===== src/rtl/mux_n_to_1_stream.sv =====
`timescale 1ns/1ps
`default_nettype none
// ============================================================================
// mux_n_to_1_stream : N-to-1 valid/ready stream mux, direct or round-robin grant,
//                     registered 1-cycle output stage.            Revision 1.0
// ============================================================================
module mux_n_to_1_stream #(
  parameter int WIDTH  = 32,
  parameter int NUM_CH = 8,
  parameter int SEL_W  = $clog2(NUM_CH)
) (
  input  logic                    Clock,
  input  logic                    Reset_n,
  input  logic                    Mode,
  input  logic [SEL_W-1:0]        Select_Input,
  input  logic [NUM_CH*WIDTH-1:0] In_Data,
  input  logic [NUM_CH-1:0]       In_Valid,
  output logic [NUM_CH-1:0]       In_Ready,
  output logic [WIDTH-1:0]        Out_Data,
  output logic                    Out_Valid,
  input  logic                    Out_Ready,
  output logic [SEL_W-1:0]        Out_Channel
);

  localparam logic [0:0]       EMPTY   = 1'b0;
  localparam logic [0:0]       FULL    = 1'b1;
  localparam logic [SEL_W-1:0] LAST_CH = SEL_W'(NUM_CH - 1);

  logic [0:0]       state;
  logic [0:0]       state_next;
  logic [SEL_W-1:0] last_grant;
  logic [SEL_W-1:0] grant;
  logic             grant_valid;
  logic             load_en;
  logic             xfer;
  logic [WIDTH-1:0] sel_data;

  // Grant selection; out-of-range indices can never win in either mode
  always_comb begin
    int idx;
    grant       = '0;
    grant_valid = 1'b0;
    idx         = 0;
    if (!Mode) begin
      if ((int'(Select_Input) < NUM_CH) && In_Valid[Select_Input]) begin
        grant       = Select_Input;
        grant_valid = 1'b1;
      end
    end else begin
      // Search starts just after the last winner, so it is checked last
      for (int k = 1; k <= NUM_CH; k++) begin
        idx = int'(last_grant) + k;
        if (idx >= NUM_CH) begin
          idx = idx - NUM_CH;
        end
        if (!grant_valid && In_Valid[SEL_W'(idx)]) begin
          grant       = SEL_W'(idx);
          grant_valid = 1'b1;
        end
      end
    end
  end

  always_comb begin
    sel_data = '0;
    for (int i = 0; i < NUM_CH; i++) begin
      if (grant == SEL_W'(i)) begin
        sel_data = In_Data[i*WIDTH +: WIDTH];
      end
    end
  end

  generate
    for (genvar i = 0; i < NUM_CH; i++) begin : g_ready
      assign In_Ready[i] = xfer & (grant == SEL_W'(i));
    end
  endgenerate

  // Output-stage FSM: state register
  always_ff @(posedge Clock or negedge Reset_n) begin
    if (!Reset_n) begin
      state <= EMPTY;
    end else begin
      state <= state_next;
    end
  end

  // Output-stage FSM: next state
  always_comb begin
    state_next = state;
    case (state)
      EMPTY:   state_next = xfer ? FULL : EMPTY;
      FULL:    state_next = (xfer || !Out_Ready) ? FULL : EMPTY;
      default: state_next = EMPTY;
    endcase
  end

  // Output-stage FSM: outputs
  always_comb begin
    Out_Valid = (state == FULL);
    load_en   = !Out_Valid || Out_Ready;
    xfer      = load_en && grant_valid;
  end

  always_ff @(posedge Clock or negedge Reset_n) begin
    if (!Reset_n) begin
      Out_Data    <= '0;
      Out_Channel <= '0;
      last_grant  <= LAST_CH;
    end else if (xfer) begin
      Out_Data    <= sel_data;
      Out_Channel <= grant;
      if (Mode) begin
        last_grant <= grant;
      end
    end
  end

endmodule
`default_nettype wire


===== config.mk =====
export PLATFORM = sky130hd
export DESIGN_NAME = mux_n_to_1_stream
export DESIGN_NICKNAME = d
export VERILOG_FILES = /design/src/rtl/mux_n_to_1_stream.sv
export SDC_FILE = /design/constraint.sdc
export NUM_CORES = 1
export LEC_CHECK = 0
export CAP_MARGIN = 30
export CORE_ASPECT_RATIO = 0.9
export CORE_UTILIZATION = 28
export CTS_BUF_LIST = sky130_fd_sc_hd__clkbuf_4 sky130_fd_sc_hd__clkbuf_8 sky130_fd_sc_hd__clkbuf_16
export DETAILED_ROUTE_END_ITERATION = 10
export PLACE_DENSITY = 0.62
export SLEW_MARGIN = 20
export SYNTH_ARGS = -nofsm -noshare
export SYNTH_HDL_FRONTEND = slang
export SYNTH_SLANG_ARGS = --single-unit

===== constraint.sdc =====
create_clock -name Clock -period 4.95 [get_ports Clock]
set_input_delay 0.495 -clock Clock [delete_from_list [all_inputs] [get_ports Clock]]
set_output_delay 0.495 -clock Clock [all_outputs]
set_load 0.01 [all_outputs]

==> reports/qor.csv <==
metric,value,unit
power.leakage,3.32,nW
async_reset_ff_share,100,%
setup_viol,0,
fin_skew,0.0106,ns
maxSlewViolCount,0,
synth_top_area_cell,mux2i_1,
relSlewSlack,59.8,%
overflow,0,
fin_crit_sh,97.5,%
grt_pass1_vias,5589,
drtPass1Iterations,7,
setup.worst_path.start,last_grant[1],
ys_seq_elements,39,
netlist_instances,517,
p_seq_share,12.3,%
end_kind,primary output,
final_cell_mix,"clkdlybuf4s50_1, mux2i_1, nor3_1",
critPathSlowestCell,or4_4,
maxClockFrequency,207,MHz
drc_errors,10,
area_growth,77.8,%
synth-edff-count,0,
r2r-end,Out_Data[22],
design.core.area,16300,um2
synthDistinctLibCells,65,
peakVddDrop,0.000388,V
initial_core_util,29.0,%
synth_top_area_share,28.9,%
clock_latency,0.29,ns
postLayoutCoreUtil,51.5,%
holdBufCountCts,0,
hpwl,17400,um
n_antenna_cell,0,
ios,315,
cts_tree,built,
clk_pin_slew,0.06,ns
globalplace.congestion,0.930,
worstMarginPinSlew,0.601,ns
synth_nets,790,
violations,DRC,
placed_cell_area,8070,um2
reg2reg_depth,15,
antenna_left,0,
drt_iter0_drc,254,
yosysWarnings,0,
power_per_cell_area,582,nW/um2
clock-sinks,39,
mostFrequentLayoutCell,clkdlybuf4s50_1,
p_sw,2.29,mW
p_int,2.59,mW
multi_input_area,3560,um2
clkPwrFrac,6.8,%
fillCellCount,1512,
cp_num_buf_inv,4,
synth_area_leaders,"mux2i_1, dfrtp_1, o221ai_2",
grt_antenna_before_repair,0,
cap_violations,0,
arrival,4.33,ns
final.min_clock_period,4.83,ns
cts_buffers,5,
regArea,980,um2
r2r-start,last_grant[1],
tns,0,ns
vias,5387,
dieHeight,125,um
worstPathCellList,"inv_1, ha_4, buf_12, mux2_2, nor3_1, a211oi_2, or4_4, o311ai_4, o31ai_4, nand2_2, or3b_2, inv_2, clkdlybuf4s50_1",
grt_max_degree,66,
post-place-ws,0.155,ns
cp_slowest_stage_delay,0.55,ns
ctsHtreeMaxLevel,2,
fin_hold_ws,0.170,ns
combinationalPowerShare,80.9,%
rsz0062_at_grt,true,
crit_type,flop to primary output,
reg2reg_slack,0.47,ns
status,finished with violations,
syn_area,4720,um2
start_kind,flop,
wl,21600,um
final_hold_viol_count,0,
fin_area,8390,um2
die_area,17400,um2
vias_per_cell,5.22,
portBuffers,314,
placementRows,44,
path_delay_family,simple AND/OR/NAND/NOR gates,
hold_class,input pin to asynchronous set/reset pin,
wl_per_cell,21.0,um
cts-root-buf,clkbuf_16,
syn_area_per_cell,9.13,um2
nets,1097,
die_w,139,um
cts_buffer_depth,2,
setup_slack,0.122,ns
swShare,47.0,%
ys_seq_area_share,20.8,%
grt_usage,24.2,%
drive_gt1_share,13.3,%
grt_pass1_wl,32500,um
synthFlopType,dfrtp_1,
critPathRequiredTime,4.45,ns
path_max_fanout,6,
## power by group through the flow
stage          clock (mW)  sequential [mW]  combinational [mW]
2_1_floorplan           0            0.638                2.44
3_3_place_gp            0            0.592                3.72
3_5_place_dp            0            0.602                3.73
4_1_cts             0.340            0.598                3.76
5_1_grt             0.356            0.622                4.23
6_report            0.332            0.601                3.95
## per-stage QoR
stage               power (mW)  cells
floorplan                 3.08    517
global placement          4.31   1017
detailed placement        4.33   1017
CTS                       4.69   1025
global route              5.21   1032
finish                    4.88   1032
## how the worst max path moves through the flow
stage / endpoint / slack, ns / depth (start not counted)
after global routing: In_Ready[6] / -0.02 / 13
after CTS: In_Ready[6] / 0.02 / 12
after global placement: In_Ready[6] / 0.22 / 11
after detailed placement: In_Ready[6] / 0.15 / 12
final: In_Ready[6] / 0.12 / 13
after floorplan: In_Ready[2] / 0.62 / 13
## routing by layer
layer  GRT usage [%]  wire (um)
met5               0          0
met1            29.4       8890
met4            4.05        276
met3            5.02       1230
met2            44.4      11200
## Yosys cell counts, types with 4 or more instances
master    count
mux2_2        9
dfrtp_1      36
nand2_1      50
clkbuf_1     10
nor3_1       64
o221ai_2     28
buf_6         4
inv_1        10
mux2i_1     136
buf_2        14
buf_4        11
nor2_1       49
o221ai_1      4
nand3_1       5
mux4_2        8
## repair_timing
action / CTS / global route
resized for setup: 3 / 12
pin swaps: 0 / 4
setup buffers: 0 / 6
endpoints found under the setup margin: 6 / 9
## cell type report
type,count,area share [%]
clock buffer,6,1.58
clock inverter,2,0.149
inverter,12,0.537
multi-input combinational,424,42.4
sequential,39,11.7
tap,207,3.09
timing repair buffer,342,40.5
## state kept, by name, indices dropped and copies added (netlist names)
register and count:
Out_Channel 3, Out_Data 32, Out_Valid 1, last_grant 3
## logic make-up after synthesis
group / Yosys count / share of synthesized area (%)
compound gates: 73 / 17.0
xor+xnor: 4 / 1.46
flops: 39 / 20.8
mux: 156 / 35.8
simple gates: 189 / 18.3
fa+ha+maj: 2 / 0.530
buf+inv: 54 / 6.18
## worst register-to-register path, cell delays in order, from the launching register on
cell and delay, ns:
dfstp_2 0.52, inv_1 0.10, ha_4 0.30, buf_12 0.12, mux2_2 0.36, nor3_1 0.24
a211oi_2 0.14, nor4_2 0.44, a32oi_1 0.23, o31ai_4 0.48, buf_12 0.42, buf_4 0.44
mux2i_1 0.26, mux2i_1 0.10, nor3_1 0.16, nor3_1 0.07
(Power assumes the default switching activity.)
